--- src/rtl/psk4_demodulator.sv ---
// 4-phase square-wave carrier demodulator: times each rising carrier edge against a
// local period counter, maps it to the nearest quarter period and confirms the symbol.
module psk4_demodulator #(
    parameter int FREQ_DIV  = 128,
    parameter int PHASE_OFS = 1,
    parameter int CONFIRM   = 2,
    parameter int TIMEOUT   = 256
) (
    input  logic       clk,
    input  logic       reset,
    input  logic       din,
    output logic [1:0] dout,
    output logic       dout_valid,
    output logic       locked
);

    localparam int CNT_W = $clog2(FREQ_DIV);
    localparam int TMR_W = $clog2(TIMEOUT + 1);
    localparam int RUN_W = 4;

    localparam logic [CNT_W-1:0] OFS_C     = CNT_W'(PHASE_OFS % FREQ_DIV);
    localparam logic [CNT_W-1:0] EIGHTH_C  = CNT_W'(FREQ_DIV / 8);
    localparam logic [RUN_W-1:0] CONFIRM_C = RUN_W'(CONFIRM);
    localparam logic [TMR_W-1:0] TIMEOUT_C = TMR_W'(TIMEOUT);

    typedef enum logic {
        ST_ACQUIRE,
        ST_LOCKED
    } state_t;

    state_t            r_state;
    logic [CNT_W-1:0]  r_cnt;
    logic              r_din_d;
    logic [TMR_W-1:0]  r_timer;
    logic [RUN_W-1:0]  r_run;
    logic [1:0]        r_last_sym;
    logic [1:0]        r_dout;
    logic              r_dout_valid;
    logic              r_locked;

    state_t            w_state_next;
    logic              w_rise;
    logic [CNT_W-1:0]  w_q;
    logic [1:0]        w_sym;
    logic [RUN_W-1:0]  w_run_next;
    logic              w_timeout;
    logic [RUN_W-1:0]  w_run_upd;
    logic [1:0]        w_last_upd;
    logic [1:0]        w_dout_next;
    logic              w_valid_next;
    logic              w_locked_next;

    assign w_rise = din & ~r_din_d;

    // Shifting by an eighth period turns "nearest quarter" into a plain truncation.
    assign w_q   = r_cnt - OFS_C + EIGHTH_C;
    assign w_sym = w_q[CNT_W-1 -: 2];

    assign w_run_next = (w_sym != r_last_sym) ? RUN_W'(1) :
                        (r_run >= CONFIRM_C)  ? CONFIRM_C : r_run + RUN_W'(1);

    assign w_timeout = ~w_rise && (r_timer == TIMEOUT_C - TMR_W'(1));

    always_comb begin
        // NOTE: every output of this block gets a default first so no path leaves a
        // signal unassigned, which would otherwise infer a latch.
        w_state_next  = r_state;
        w_dout_next   = r_dout;
        w_valid_next  = 1'b0;
        w_locked_next = r_locked;
        w_run_upd     = r_run;
        w_last_upd    = r_last_sym;

        if (w_rise) begin
            w_run_upd  = w_run_next;
            w_last_upd = w_sym;
        end

        case (r_state)
            ST_ACQUIRE: begin
                if (w_rise && w_run_next == CONFIRM_C) begin
                    w_dout_next   = w_sym;
                    w_valid_next  = 1'b1;
                    w_locked_next = 1'b1;
                    w_state_next  = ST_LOCKED;
                end
            end
            ST_LOCKED: begin
                if (w_rise) begin
                    if (w_sym == r_dout) begin
                        w_valid_next = 1'b1;
                    end else if (w_run_next == CONFIRM_C) begin
                        w_dout_next  = w_sym;
                        w_valid_next = 1'b1;
                    end
                end else if (w_timeout) begin
                    w_state_next  = ST_ACQUIRE;
                    w_locked_next = 1'b0;
                    w_run_upd     = '0;
                end
            end
            default: w_state_next = ST_ACQUIRE;
        endcase
    end

    always_ff @(posedge clk) begin
        // NOTE: non-blocking assignments so every register samples pre-edge values,
        // independent of statement order.
        if (!reset) begin
            r_state      <= ST_ACQUIRE;
            r_cnt        <= '0;
            r_din_d      <= 1'b0;
            r_timer      <= '0;
            r_run        <= '0;
            r_last_sym   <= 2'b00;
            r_dout       <= 2'b00;
            r_dout_valid <= 1'b0;
            r_locked     <= 1'b0;
        end else begin
            r_state      <= w_state_next;
            r_cnt        <= r_cnt + CNT_W'(1);
            r_din_d      <= din;
            r_run        <= w_run_upd;
            r_last_sym   <= w_last_upd;
            r_dout       <= w_dout_next;
            r_dout_valid <= w_valid_next;
            r_locked     <= w_locked_next;
            if (w_rise) begin
                r_timer <= '0;
            end else if (r_timer != TIMEOUT_C) begin
                r_timer <= r_timer + TMR_W'(1);
            end
        end
    end

    assign dout       = r_dout;
    assign dout_valid = r_dout_valid;
    assign locked     = r_locked;

endmodule
--- config.mk ---
export PLATFORM = sky130hd
export DESIGN_NAME = psk4_demodulator
export DESIGN_NICKNAME = d
export VERILOG_FILES = /design/src/rtl/psk4_demodulator.sv
export SDC_FILE = /design/constraint.sdc
export NUM_CORES = 1
export LEC_CHECK = 0
export BUFFER_PORTS_ARGS = -buffer_cell sky130_fd_sc_hd__buf_2
export CORE_UTILIZATION = 45
export CTS_BUF_LIST = sky130_fd_sc_hd__clkbuf_4 sky130_fd_sc_hd__clkbuf_8 sky130_fd_sc_hd__clkbuf_16
export DETAILED_ROUTE_END_ITERATION = 8
export PLACE_DENSITY_LB_ADDON = 0.08
export SYNTH_ARGS = -nofsm -noshare
export SYNTH_HDL_FRONTEND = slang
export SYNTH_SLANG_ARGS = --single-unit
--- constraint.sdc ---
create_clock -name clk -period 3.3 [get_ports clk]
set_input_delay 0.495 -clock clk [delete_from_list [all_inputs] [get_ports clk]]
set_output_delay 0.495 -clock clk [all_outputs]
set_load 0.03 [all_outputs]
# Yosys cells after proc, flatten, opt, wreduce, memory -nomap -nowiden
# Index checks and enable logic that the tools add are counted.
dict set report word_totals {
  register_bits 28
  input_bits 3
  wordCells 59
}
dict set report classes {
  addsub 5
  order_cmp 1
  eq_ne 11
  n_mux 23
  bitwise 5
  reduce_logical 5
}
# cell count
set op_table {}
lappend op_table {{4-bit two-way mux} 6}
lappend op_table {{9-bit by 1-bit adder with 9-bit output (second input constant)} 1}
lappend op_table {{9-bit by 8-bit == test with 1-bit output (second input constant)} 1}
lappend op_table {{1-bit two-way mux} 9}
lappend op_table {{9-bit != test (second input constant)} 1}
lappend op_table {{2-bit two-way mux} 4}
lappend op_table {{7-bit by 1-bit adder with 7-bit output (second input constant)} 1}
lappend op_table {{7-bit by 5-bit adder with 7-bit output (second input constant)} 1}
lappend op_table {{7-bit by 1-bit subtractor with 7-bit output (second input constant)} 1}
lappend op_table {{2-bit by 1-bit != test with 1-bit output (second input constant)} 3}
lappend op_table {{2-bit != test (second input constant)} 3}
lappend op_table {{1-bit case mux with 2 select lines} 3}
lappend op_table {{4-bit by 1-bit adder with 4-bit output (second input constant)} 1}
lappend op_table {{4-bit by 2-bit == test with 1-bit output (second input constant)} 1}
lappend op_table {{4-bit by 2-bit greater-or-equal comparator with 1-bit output (second input constant)} 1}
lappend op_table {{1-bit NOT} 4}
lappend op_table {{2-bit case mux with 2 select lines} 1}
lappend op_table {{4-bit AND reduction} 1}
lappend op_table {{3-bit AND reduction} 1}
lappend op_table {{2-bit == test} 1}
lappend op_table {{1-bit logical AND} 2}
lappend op_table {{2-bit != test} 1}
lappend op_table {{2-bit OR reduction} 1}
lappend op_table {{1-bit AND} 1}

# Logic depth before layout (Yosys ltp)
dict set report depth {
  ltp_word 9
  depth_mapped 7
  depth_no_buf 7
}

# Worst setup path before layout
# OpenSTA, ideal clock, no wires.
dict set report synth_timing {
  kind {register to register}
  start {register r_cnt[0]}
  end {register r_dout[0] (netlist: dout[0])}
  setup_ps 91
  t_arrival_ps 1669
  t_required_ps 3209
  slack_ps 1540
  stages_incl_launch_ff 8
  path_buffers 0
  synth_period_minus_slack_ps 1760
  path_cell_list {dfxtp_1 > inv_1 > ha_1 > or3b_4 > a31o_2 > a21oi_4 > a21oi_1 > a311oi_1}
}
dict set report synth_via {
  elab_chain_len 8
  word_cells_on_any_way 16
}
# item line
set synth_lines {}
lappend synth_lines {{from (decl)} 32} ;# logic [CNT_W-1:0] r_cnt;
lappend synth_lines {{from (signal assigned)} 121} ;# r_cnt <= r_cnt + CNT_W'(1);
lappend synth_lines {{7-bit by 1-bit subtractor with 7-bit output (*)} 56} ;# assign w_q = r_cnt - OFS_C + EIGHTH_C;
lappend synth_lines {{7-bit by 5-bit adder with 7-bit output (*)} 56}
lappend synth_lines {{2-bit != test} 59} ;# assign w_run_next = (w_sym != r_last_sym) ? RUN_W'(1) :
lappend synth_lines {{4-bit two-way mux} 59}
lappend synth_lines {{4-bit by 2-bit == test with 1-bit output} {81, 92}}
lappend synth_lines {{1-bit logical AND} 81} ;# if (w_rise && w_run_next == CONFIRM_C) begin
lappend synth_lines {{2-bit != test (no source line)} n/a}
lappend synth_lines {{4-bit AND reduction (no source line)} n/a}
lappend synth_lines {{to (signal assigned)} 125} ;# r_dout <= w_dout_next;
lappend synth_lines {{to (decl)} 37} ;# logic [1:0] r_dout;
# Mark *: on every way between the ends. The rest lies on a longest branch, timed or not. The select of a mux whose other input is x is not followed.
# A chain may end at the register's enable or synchronous reset.

# Worst setup path after layout
# Same ends and word-level chain as after synthesis.

==> metrics.md <==
| Metric | Value |
|---|---|
| Share of the synthesized area in the top cell type | `0.4279` |
| Total core area | `2758 sq um` |
| Width of the die | `approximately 56 microns` |
| Avg Cell Area, Syn | `a little over 9 sq um` |
| LEAKAGE | `0.0005785 uW` |
| Netlist cell types | `36` |
| Vias in the first global route | `a little under 1,000` |
| Maximum fanout along the worst path | `8` |
| Final setup fails | `0` |
| Clk_lat worst skew | `0.33 ns` |
| CP Cell Sequence | `inv_1, ha_1, or3b_4, a31o_2, a21oi_4, a21oi_1, a311oi_1` |
| Commonest non-fill, non-tap cell in the layout | `dfxtp_1` |
| Pins Over Slew Limit | `0` |
| DR vias | `984` |
| YS warnings | `0` |
| Relative slew slack | `0.6216` |
| Design Power | `~670 uW` |
| Cell row count | `19` |
| Synth area leader | `dfxtp_1` |
| Starting DRT DRC Count | `19` |
| Die Height | `between 50 and 60 microns` |
| Placed cell count | `between 150 and 200` |
| Top FF cell, synth | `dfxtp_1` |
| CP Depth | `7` |
| Post-synth EDFFs | `0` |
| Fmax achieved | `514.2 MHz` |
| Die area | `between 3000 and 4000 sq um` |
| Clk slew on worst S/H paths | `0.17 ns` |
| Post-Synthesis Cells | `140` |
| Max IR drop VDD | `0.0003070 V` |
| Post-CTS Repair Setup Buffers | `0` |
| Area Growth Syn to Fin | `8.405%` |
| CTS resizes | `0` |
| FF-to-FF path depth | `7` |
| Final worst slack | `1.355 ns` |
| Hold depth | `2` |
| Clock Path Buffers | `2` |
| Final Cell Area | `1420 sq um` |
| Ant. Diodes | `0` |
| Drt drc | `0` |
| RSZ-0062 raised after global routing | `no` |
| Largest net degree at the start of global routing | `17` |
| Num CTS Buffers | `3` |
| Slowest stage delay, CP | `0.39 ns` |
| Finished Layout Cells | `between 150 and 200` |
| Net count, final | `approximately 160` |
| Critical path's top delay family | `compound AO/OA/AOI/OAI gates` |
| GRT Util Overall | `0.1647` |
| Status | `completed` |
| Remaining Overflow, GRT | `0` |
| Share of cells above drive strength 1 | `0.1088` |
| Final Wtd Congestion | `0.7380` |
| Total wire length | `between 2000 and 2500 microns` |
| Critical Setup Path Class | `reg2reg` |
| Fin crit share | `0.5893` |
| Max-cap violations | `0` |
| Most frequent cells in the layout | `dfxtp_1, nor2_1, xor2_1` |
| Final TNS setup | `0 ns` |
| Synth Cell Area | `1310 sq um` |
| Cts hold-fix bufs | `0` |
| Hold Violations, Final | `0` |
| DR vias/cell | `5.528` |
| DRT antenna net count | `0` |
| Worst EP required | `3.55 ns` |
| Root Driver | `clkbuf_4` |
| Worst setup SP type | `flip-flop` |
| First-pass GRT wire length | `4112 microns` |
| Drt pass-1 iters | `4` |
| Antenna violations before repair | `0` |
| Post-place instance area | `between 1000 and 1500 sq um` |
| Syn_nets | `150` |
| Slowest CP cell | `or3b_4` |
| Tmin final | `1.945 ns` |
| Power Dens Cells | `474.9 nW/um^2` |
| Hold Crit Class | `in2reg` |
| H-tree level count | `1` |
| Clock sink total | `28` |
| Initial core utilization | `0.4750` |
| Dpl hpwl | `1652 microns` |
| Reg2Reg Setup Slack | `1.36 ns` |
| Async SR Flop Fraction | `0` |
| Final clock skew | `0.01494 ns` |
| Buffers & Inverters on Critical Path | `1` |
| Crit end category | `flip-flop` |
| Area contributors post-synth | `dfxtp_1, xor2_1, ha_1` |
| Worst endpoint data arrival time | `2.20 ns` |
| CTS tree | `yes` |
| Worst Tran Pin Value | `0.5624 ns` |
| Worst slack at placement | `1.378 ns` |
| Port buffer count | `6` |
| Sequential fraction of the synthesis area | `0.4279` |
| WL/cell | `~13 microns` |
| Seq cells post-synth | `28` |
| IO Pins | `7` |
==> Yosys cell counts, drive strengths merged (2+ instances only) <==
cell,instances
or3,2
nand3,7
clkbuf,3
nor2,16
nand2,9
a32o,2
dfxtp,28
nor4,2
nand4,2
inv,7
xor2,12
nand2b,2
and2,4
o21ai,2
a311oi,2
a211oi,4
a21oi,9
ha,7
xnor2,4
==> per-layer routing <==
metal	global-route usage	vias up	routed length, microns
met2	0.2737	10	1037
met3	0.02093	2	52
li1	-	506	-
met5	0	-	0
met1	0.2176	466	1125
met4	0.06620	0	17
==> report_power, final <==
| group | internal [uW] | leakage [uW] | switching (uW) |
|---|---|---|---|
| Combinational | 33.2 | 0.000323 | 45.9 |
| Clock | 123 | 0.0000279 | 106 |
| Sequential | 352 | 0.000228 | 14.0 |
| Total | 508 | 0.000578 | 166 |
==> stage by stage <==
step                      hold slack, ns  utilization
after CTS                         0.3673       0.5150
after detailed placement          0.4539       0.4959
final                             0.3709       0.5150
after global routing              0.3612       0.5150
after floorplan                   0.4307            -
after global placement            0.4513       0.4959
==> logic make-up after synthesis <==
logic type      synth area share
mux                     0.007641
fa+ha+maj                0.06685
compound gates            0.1519
flops                     0.4279
simple gates              0.2101
buf+inv                  0.02866
xor+xnor                  0.1070
==> path summary, 6_finish.rpt <==
check | from | endpoint
worst max-delay path | r_cnt[0] | dout[0]
worst min-delay path | din | r_din_d
worst max register to register | r_cnt[0] | dout[0]
worst min register to register | r_run[2] | r_run[2]
==> area by class of cell <==
type | instances | area [sq um]
Tap cell | 31 | 38.79
Clock buffer | 3 | 22.52
Timing Repair Buffer | 6 | 30.03
Multi-Input combinational cell | 102 | 711.9
Clock inverter | 1 | 30.03
Inverter | 7 | 26.28
Sequential cell | 28 | 560.5
Fill cell | 291 | 1338
==> sequential cells by signal, indices dropped and copies added (netlist names) <==
name        count
r_last_sym      2
r_cnt           7
r_state         1
r_din_d         1
locked          1
dout            2
r_run           4
dout_valid      1
r_timer         9
==> worst reg2reg max path: cells and delay by family (launching register included) <==
kind,cells,cell delay [ns]
AOI/OAI and AO/OA,4,0.89
adders and majority gates,1,0.15
buffers and inverters,1,0.07
DFF,1,0.38
and+or+nand+nor,1,0.39
No activity file was read; power rests on OpenSTA's default activity.
